--- src/rtl/ef_pwm_deadtime.sv ---
// Complementary PWM stage with dead-time insertion and a latched fault input.
// Splits one raw PWM into high/low-side drives that never overlap.
module ef_pwm_deadtime #(
    parameter int DT_W = 8
) (
    input  logic            PCLK,
    input  logic            PRESETn,
    input  logic            en,
    input  logic            pwm_in,
    input  logic [DT_W-1:0] dead_time,
    input  logic            pwm_fault,
    input  logic            fault_clr,
    output logic            pwm_h,
    output logic            pwm_l,
    output logic            fault_latched,
    output logic            dt_active
);

    typedef enum logic [2:0] {
        S_OFF,
        S_FAULT,
        S_DEAD,
        S_H_ON,
        S_L_ON
    } state_t;

    state_t          state, state_nxt;
    logic [DT_W-1:0] cnt, cnt_nxt;
    logic            tgt, tgt_nxt;
    logic            fault_nxt;

    // NOTE: every variable gets a default before any branch, so no path through the block can infer a latch.
    always_comb begin
        state_nxt = state;
        cnt_nxt   = cnt;
        tgt_nxt   = tgt;
        fault_nxt = fault_latched;

        if (pwm_fault) begin
            state_nxt = S_FAULT;
            fault_nxt = 1'b1;
        end else if (state == S_FAULT) begin
            // Only an explicit clear leaves FAULT; en=0 alone does not.
            if (fault_clr) begin
                state_nxt = S_OFF;
                fault_nxt = 1'b0;
            end
        end else if (!en) begin
            state_nxt = S_OFF;
        end else begin
            unique case (state)
                S_OFF: begin
                    state_nxt = S_DEAD;
                    tgt_nxt   = pwm_in;
                    cnt_nxt   = dead_time;
                end
                S_DEAD: begin
                    // A pulse shorter than the dead time restarts the interval toward the new side.
                    if (pwm_in != tgt) begin
                        tgt_nxt = pwm_in;
                        cnt_nxt = dead_time;
                    end else if (cnt == '0) begin
                        state_nxt = tgt ? S_H_ON : S_L_ON;
                    end else begin
                        cnt_nxt = cnt - DT_W'(1);
                    end
                end
                S_H_ON: begin
                    if (!pwm_in) begin
                        state_nxt = S_DEAD;
                        tgt_nxt   = 1'b0;
                        cnt_nxt   = dead_time;
                    end
                end
                S_L_ON: begin
                    if (pwm_in) begin
                        state_nxt = S_DEAD;
                        tgt_nxt   = 1'b1;
                        cnt_nxt   = dead_time;
                    end
                end
                default: state_nxt = S_OFF;
            endcase
        end
    end

    // NOTE: sequential state uses non-blocking assignments so every register samples pre-edge values.
    always_ff @(posedge PCLK or negedge PRESETn) begin
        if (!PRESETn) begin
            state         <= S_OFF;
            cnt           <= '0;
            tgt           <= 1'b0;
            fault_latched <= 1'b0;
            pwm_h         <= 1'b0;
            pwm_l         <= 1'b0;
        end else begin
            state         <= state_nxt;
            cnt           <= cnt_nxt;
            tgt           <= tgt_nxt;
            fault_latched <= fault_nxt;
            // Drives decode the next state so they switch on the same edge as the state.
            pwm_h         <= (state_nxt == S_H_ON);
            pwm_l         <= (state_nxt == S_L_ON);
        end
    end

    assign dt_active = (state == S_DEAD);

endmodule

--- config.mk ---
export PLATFORM = sky130hd
export DESIGN_NAME = ef_pwm_deadtime
export DESIGN_NICKNAME = d
export VERILOG_FILES = /design/src/rtl/ef_pwm_deadtime.sv
export SDC_FILE = /design/constraint.sdc
export NUM_CORES = 1
export LEC_CHECK = 0
export ABC_AREA = 1
export BUFFER_PORTS_ARGS = -buffer_cell sky130_fd_sc_hd__buf_2
export CAP_MARGIN = 20
export CORE_MARGIN = 5
export CORE_UTILIZATION = 57
export DETAILED_ROUTE_END_ITERATION = 10
export GPL_TIMING_DRIVEN = 0
export PLACE_DENSITY = 0.89
export SLEW_MARGIN = 20
export SYNTH_ARGS = -nofsm -noshare
export SYNTH_HDL_FRONTEND = slang
export SYNTH_SLANG_ARGS = --single-unit
--- constraint.sdc ---
create_clock -name PCLK -period 3.9 [get_ports PCLK]
set_clock_uncertainty 0.2 [all_clocks]
set_input_delay 0.78 -clock PCLK [delete_from_list [all_inputs] [get_ports PCLK]]
set_output_delay 0.78 -clock PCLK [all_outputs]
set_load 0.02 [all_outputs]
## Yosys cells after proc, flatten, opt, wreduce, memory -nomap -nowiden

Cells that the tools add are included.

- Register bits: 15
- Latch bits: 0
- Memory bits (writable): 0
- ROM bits: 0
- Input port bits: 14
- Output and inout port bits: 4
- Word-level logic and storage cells: 50
- Memories kept: 0

- Add/sub/neg operators: 1
- $mul: 0
- Div/mod/pow operators: 0
- Order comparisons: 0
- Eq/ne operators: 11
- Shift-type cells: 0
- Multiplexer cells: 22
- Bitwise logic cells: 2
- Reductions and logical operators: 8

Operators by type and width:

| kind | number |
|---|---|
| 8-bit two-way mux | 4 |
| 8-bit case mux with 4 select lines | 1 |
| 3-bit two-way mux | 9 |
| 7-bit AND reduction | 2 |
| 3-bit case mux with 4 select lines | 1 |
| 3-bit by 2-bit == test with 1-bit output (second input constant) | 3 |
| 8-bit logical NOT | 1 |
| 8-bit by 1-bit subtractor with 8-bit output (second input constant) | 1 |
| 3-bit == test (second input constant) | 2 |
| 1-bit two-way mux | 6 |
| 2-bit != test (second input constant) | 2 |
| 1-bit case mux with 4 select lines | 1 |
| 2-bit nonzero test | 2 |
| 4-bit nonzero test | 1 |
| 3-bit by 1-bit == test with 1-bit output (second input constant) | 1 |
| 3-bit logical NOT | 1 |
| 3-bit != test (second input constant) | 1 |
| 2-bit by 1-bit != test with 1-bit output (second input constant) | 1 |
| 1-bit NOT | 2 |
| 2-bit AND reduction | 1 |
| 1-bit != test | 1 |

## Logic depth before layout (Yosys ltp)

- Depth in word-level cells: 8
- Mapped depth: 10

## Worst setup path before layout

No wires, ideal clock.

- Path kind: input-to-reg
- From: in pwm_in
- To: reg cnt[1]
- Setup time: 118 ps
- Arrival time: 1,449 ps
- Required time: 3,582 ps
- Setup slack: 2,132 ps
- Cell stages on the path: 7
- Path buffers: 1
- Cell sequence: xnor2_1 nand2_2 buf_6 nand2_1 o21ai_1 nand2_2 o21ai_2

- Cells in the longest elaborated chain, start to end: 3

Ends and longest elaborated chain:

| item | line | source |
|---|---|---|
| start: declaration | 9 | `input logic pwm_in,` |
| 1-bit != test | 59 | `if (pwm_in != tgt) begin` |
| 3-bit != test (no source line) or 8-bit two-way mux (tied branches) | -- |  |
| 7-bit AND reduction (no source line) or 8-bit case mux with 4 select lines (tied branches) | -- |  |
| end signal: assignment | 98 | `cnt <= cnt_nxt;` |
| end: declaration | 28 | `logic [DT_W-1:0] cnt, cnt_nxt;` |

Parallel ways exist; a longest one is shown, timed or not.
A chain may end at the register's enable or synchronous reset.

## Worst setup path after layout

- From: reg state[2]
- To: out dt_active

- Cells in the longest elaborated chain, start to end: 1

Ends and longest elaborated chain:

| item | line | source |
|---|---|---|
| start: declaration | 27 | `state_t state, state_nxt;` |
| start signal: assignment | 97 | `state <= state_nxt;` |
| 3-bit by 2-bit == test with 1-bit output | 107 | `assign dt_active = (state == S_DEAD);` |
| end: declaration | 16 | `output logic dt_active` |

No other way between the ends.

==> results.md <==
- Outcome: complete, no violations
- CP endpoint kind: output port
- F_max: 453 MHz
- CP max-delay cell: dfrtp_1
- Max-Cap Viols: 0
- Final hold slack: 0.186 ns
- CP Launch Type: flip-flop
- Largest net degree at the start of global routing: 16
- CTS tree: yes
- Via count: 937
- Pwr per Cell Area: 355 mW/mm^2
- Crit path cell chain: inv_4, nand2_2, nor2_4, buf_2
- Post-detail-place hpwl: 1690 microns
- N_diodes: 0
- Syn_nets: 153
- Clock tree buffer depth: 2
- Slew HR: 76.6%
- Final hold violations: 0
- Slew at the pin closest to its max-slew limit: 0.352 ns
- Max Fanout on Critical Path: 6
- Sequential share of the synthesized area: 35.4%
- Top Family by Delay on Critical Path: flip-flops
- Cells after Synth: 137
- P&R area growth vs syn: 13.6%
- IR drop worst, VDD: 0.235 mV
- Die area: 0.00282 sq mm
- PortBufs: 17
- Unrepaired setup endpoints after global routing: no
- Slowest stage delay, CP: 0.41 ns
- Routed Wire Length: 2110 microns
- CP Class: reg2out
- Vias in the first global route: 923
- CORE AREA: 0.00175 sq mm
- RR Endpoint: cnt[0]$_DFFE_PN0P_
- Setup TNS: 0 ns
- GRT overflow: 0
- DR vias/cell: 5.12
- Flop-to-flop setup slack: 2.20 ns
- Non-Filler Instances: 183
- Clock transition at path regs: 0.10 ns
- Worst EP required: 2.92 ns
- GRT Overall Usage: 18.2%
- Ratio of cells with drive above 1 in the final layout: 33.5%
- Synth Register Bits: 15
- Hold Crit Class: in2async
- Initial antenna violation count: 0
- Die Span Y: 53.1 microns
- Met1 Use GR: 20.1%
- CTS buffer count: 3
- Static leakage: 0.000614 uW
- Max Slew Vio Count: 0
- 1st-iter DRT viols: 11
- Final core occ: 69.0%
- Worst Slack Setup Final: 1.69 ns
- Worst reg2reg startpoint: cnt[0]$_DFFE_PN0P_
- Row count: 15
- Ys Warns: 0
- First-pass GRT wire length: 3760 microns
- Yosys cell types: 26
- Post-cts repair resize count: 0
- Min cycle time layout: 2.21 ns
- Post-Syn Area: 0.00106 sq mm
- Clock root cell: clkbuf_4
- R2r worst-path depth: 9
- Number of routed nets with antenna violations: 0
- Wire per inst: 11.5 microns
- Initial Util: 60.8%
- M2 GR Usage: 34.3%
- Post-Place Cells: 179
- Die width: 53.1 microns
- Final Cycle Share: 56.5%
- Cts hold-fix bufs: 0
- CTS Sinks: 15
- Avg Cell Area, Syn: 7.74 sq um
- Pre-CTS setup slack: 1.88 ns
- Busiest grt layer: met2
- Clock H-tree levels: 1
- Nets@finish: 175
- DRC: 0
- # setup viols final: 0
- Io pins: 18
- Initial DRT Pass Iterations: 4
- Worst skew pair latency: 0.28 ns
- RD Place Congestion: 0.818
- M3 GR Usage: 2.82%
- Buf+Inv Stages, Crit Path: 2
- CP arrival: 1.23 ns
- Post-CTS setup buffers: 0
-- sequential cells by signal (all words and copies together) (netlist names) --
register / cells
pwm_l: 1
pwm_h: 1
tgt: 1
state: 3
cnt: 8
fault_latched: 1
-- routing by layer --
metal | up-vias | share of wire (%)
met2 | 14 | 53
met5 | - | 0
met3 | 4 | 3.9
met1 | 446 | 42
met4 | 0 | 1.5
li1 | 473 | -
-- synth_stat cells, drive strengths merged --
cell type   n  share of area, %
dfrtp      15                35
a21oi       4               1.9
nand3      10               6.4
o21ai      13               8.3
nor2       18                10
inv        19               7.7
xnor2       2               1.7
xor2        2               1.7
ha          2               2.4
or2         2               1.2
nand2      46                21
buf         1               1.1
nand4       3               1.8
-- power breakdown --
group	internal, uW	switching, uW	total (uW)
registers	179	23.8	203
logic	53.6	79.8	133
clock network	38.1	52.9	91.0
total	271	157	427
-- cell usage in the layout, fill, tap and decap left out, types with 2 or more instances in the layout --
| cell type | count |
|---|---|
| a21oi_1 | 4 |
| buf_2 | 17 |
| clkbuf_4 | 3 |
| dfrtp_1 | 15 |
| ha_1 | 2 |
| inv_1 | 16 |
| nand2_1 | 34 |
| nand2_2 | 9 |
| nand2_4 | 3 |
| nand3_1 | 8 |
| nand4_1 | 3 |
| nor2_1 | 11 |
| nor2_2 | 4 |
| nor2_4 | 2 |
| o21ai_0 | 4 |
| o21ai_1 | 3 |
| o21ai_2 | 6 |
| xnor2_1 | 2 |
| xor2_1 | 2 |
-- layout make-up --
type	instances	area [sq um]
Clock buffer	3	22.5
Inverter	19	81.3
Multi-Input combinational cell	102	593
Sequential cell	15	375
Fill cell	158	541
Tap cell	25	31.3
Timing Repair Buffer	17	85.1
Clock inverter	1	5.00
Buffer	1	11.3
-- kinds of logic (layout without fill, tap and decap cells) --
family | after synthesis | count (layout) | share of synthesized area [%]
AND/OR/NAND/NOR | 79 | 79 | 40.1
buffers and inverters | 20 | 41 | 8.73
AO/OA/AOI/OAI | 17 | 17 | 10.1
flip-flops | 15 | 15 | 35.4
XOR/XNOR | 4 | 4 | 3.30
adder cells (fa/ha/maj) | 2 | 2 | 2.36
-- how the worst max path moves through the flow --
stage                             from                  to  cells after the start
finish              state[2]$_DFF_PN0_           dt_active                      4
global route        state[2]$_DFF_PN0_           dt_active                      4
CTS                 state[2]$_DFF_PN0_           dt_active                      4
detailed placement              pwm_in  cnt[7]$_DFFE_PN0P_                      7
global placement                pwm_in  cnt[7]$_DFFE_PN0P_                      7
floorplan                       pwm_in  cnt[1]$_DFFE_PN0P_                      7
-- through the flow --
stage,power (uW),area (sq um)
4_1_cts,431,1200
6_report,427,1200
3_3_place_gp,332,1180
3_5_place_dp,339,1180
2_1_floorplan,306,1060
5_1_grt,458,1200
No activity file was read; power rests on OpenSTA's default activity.
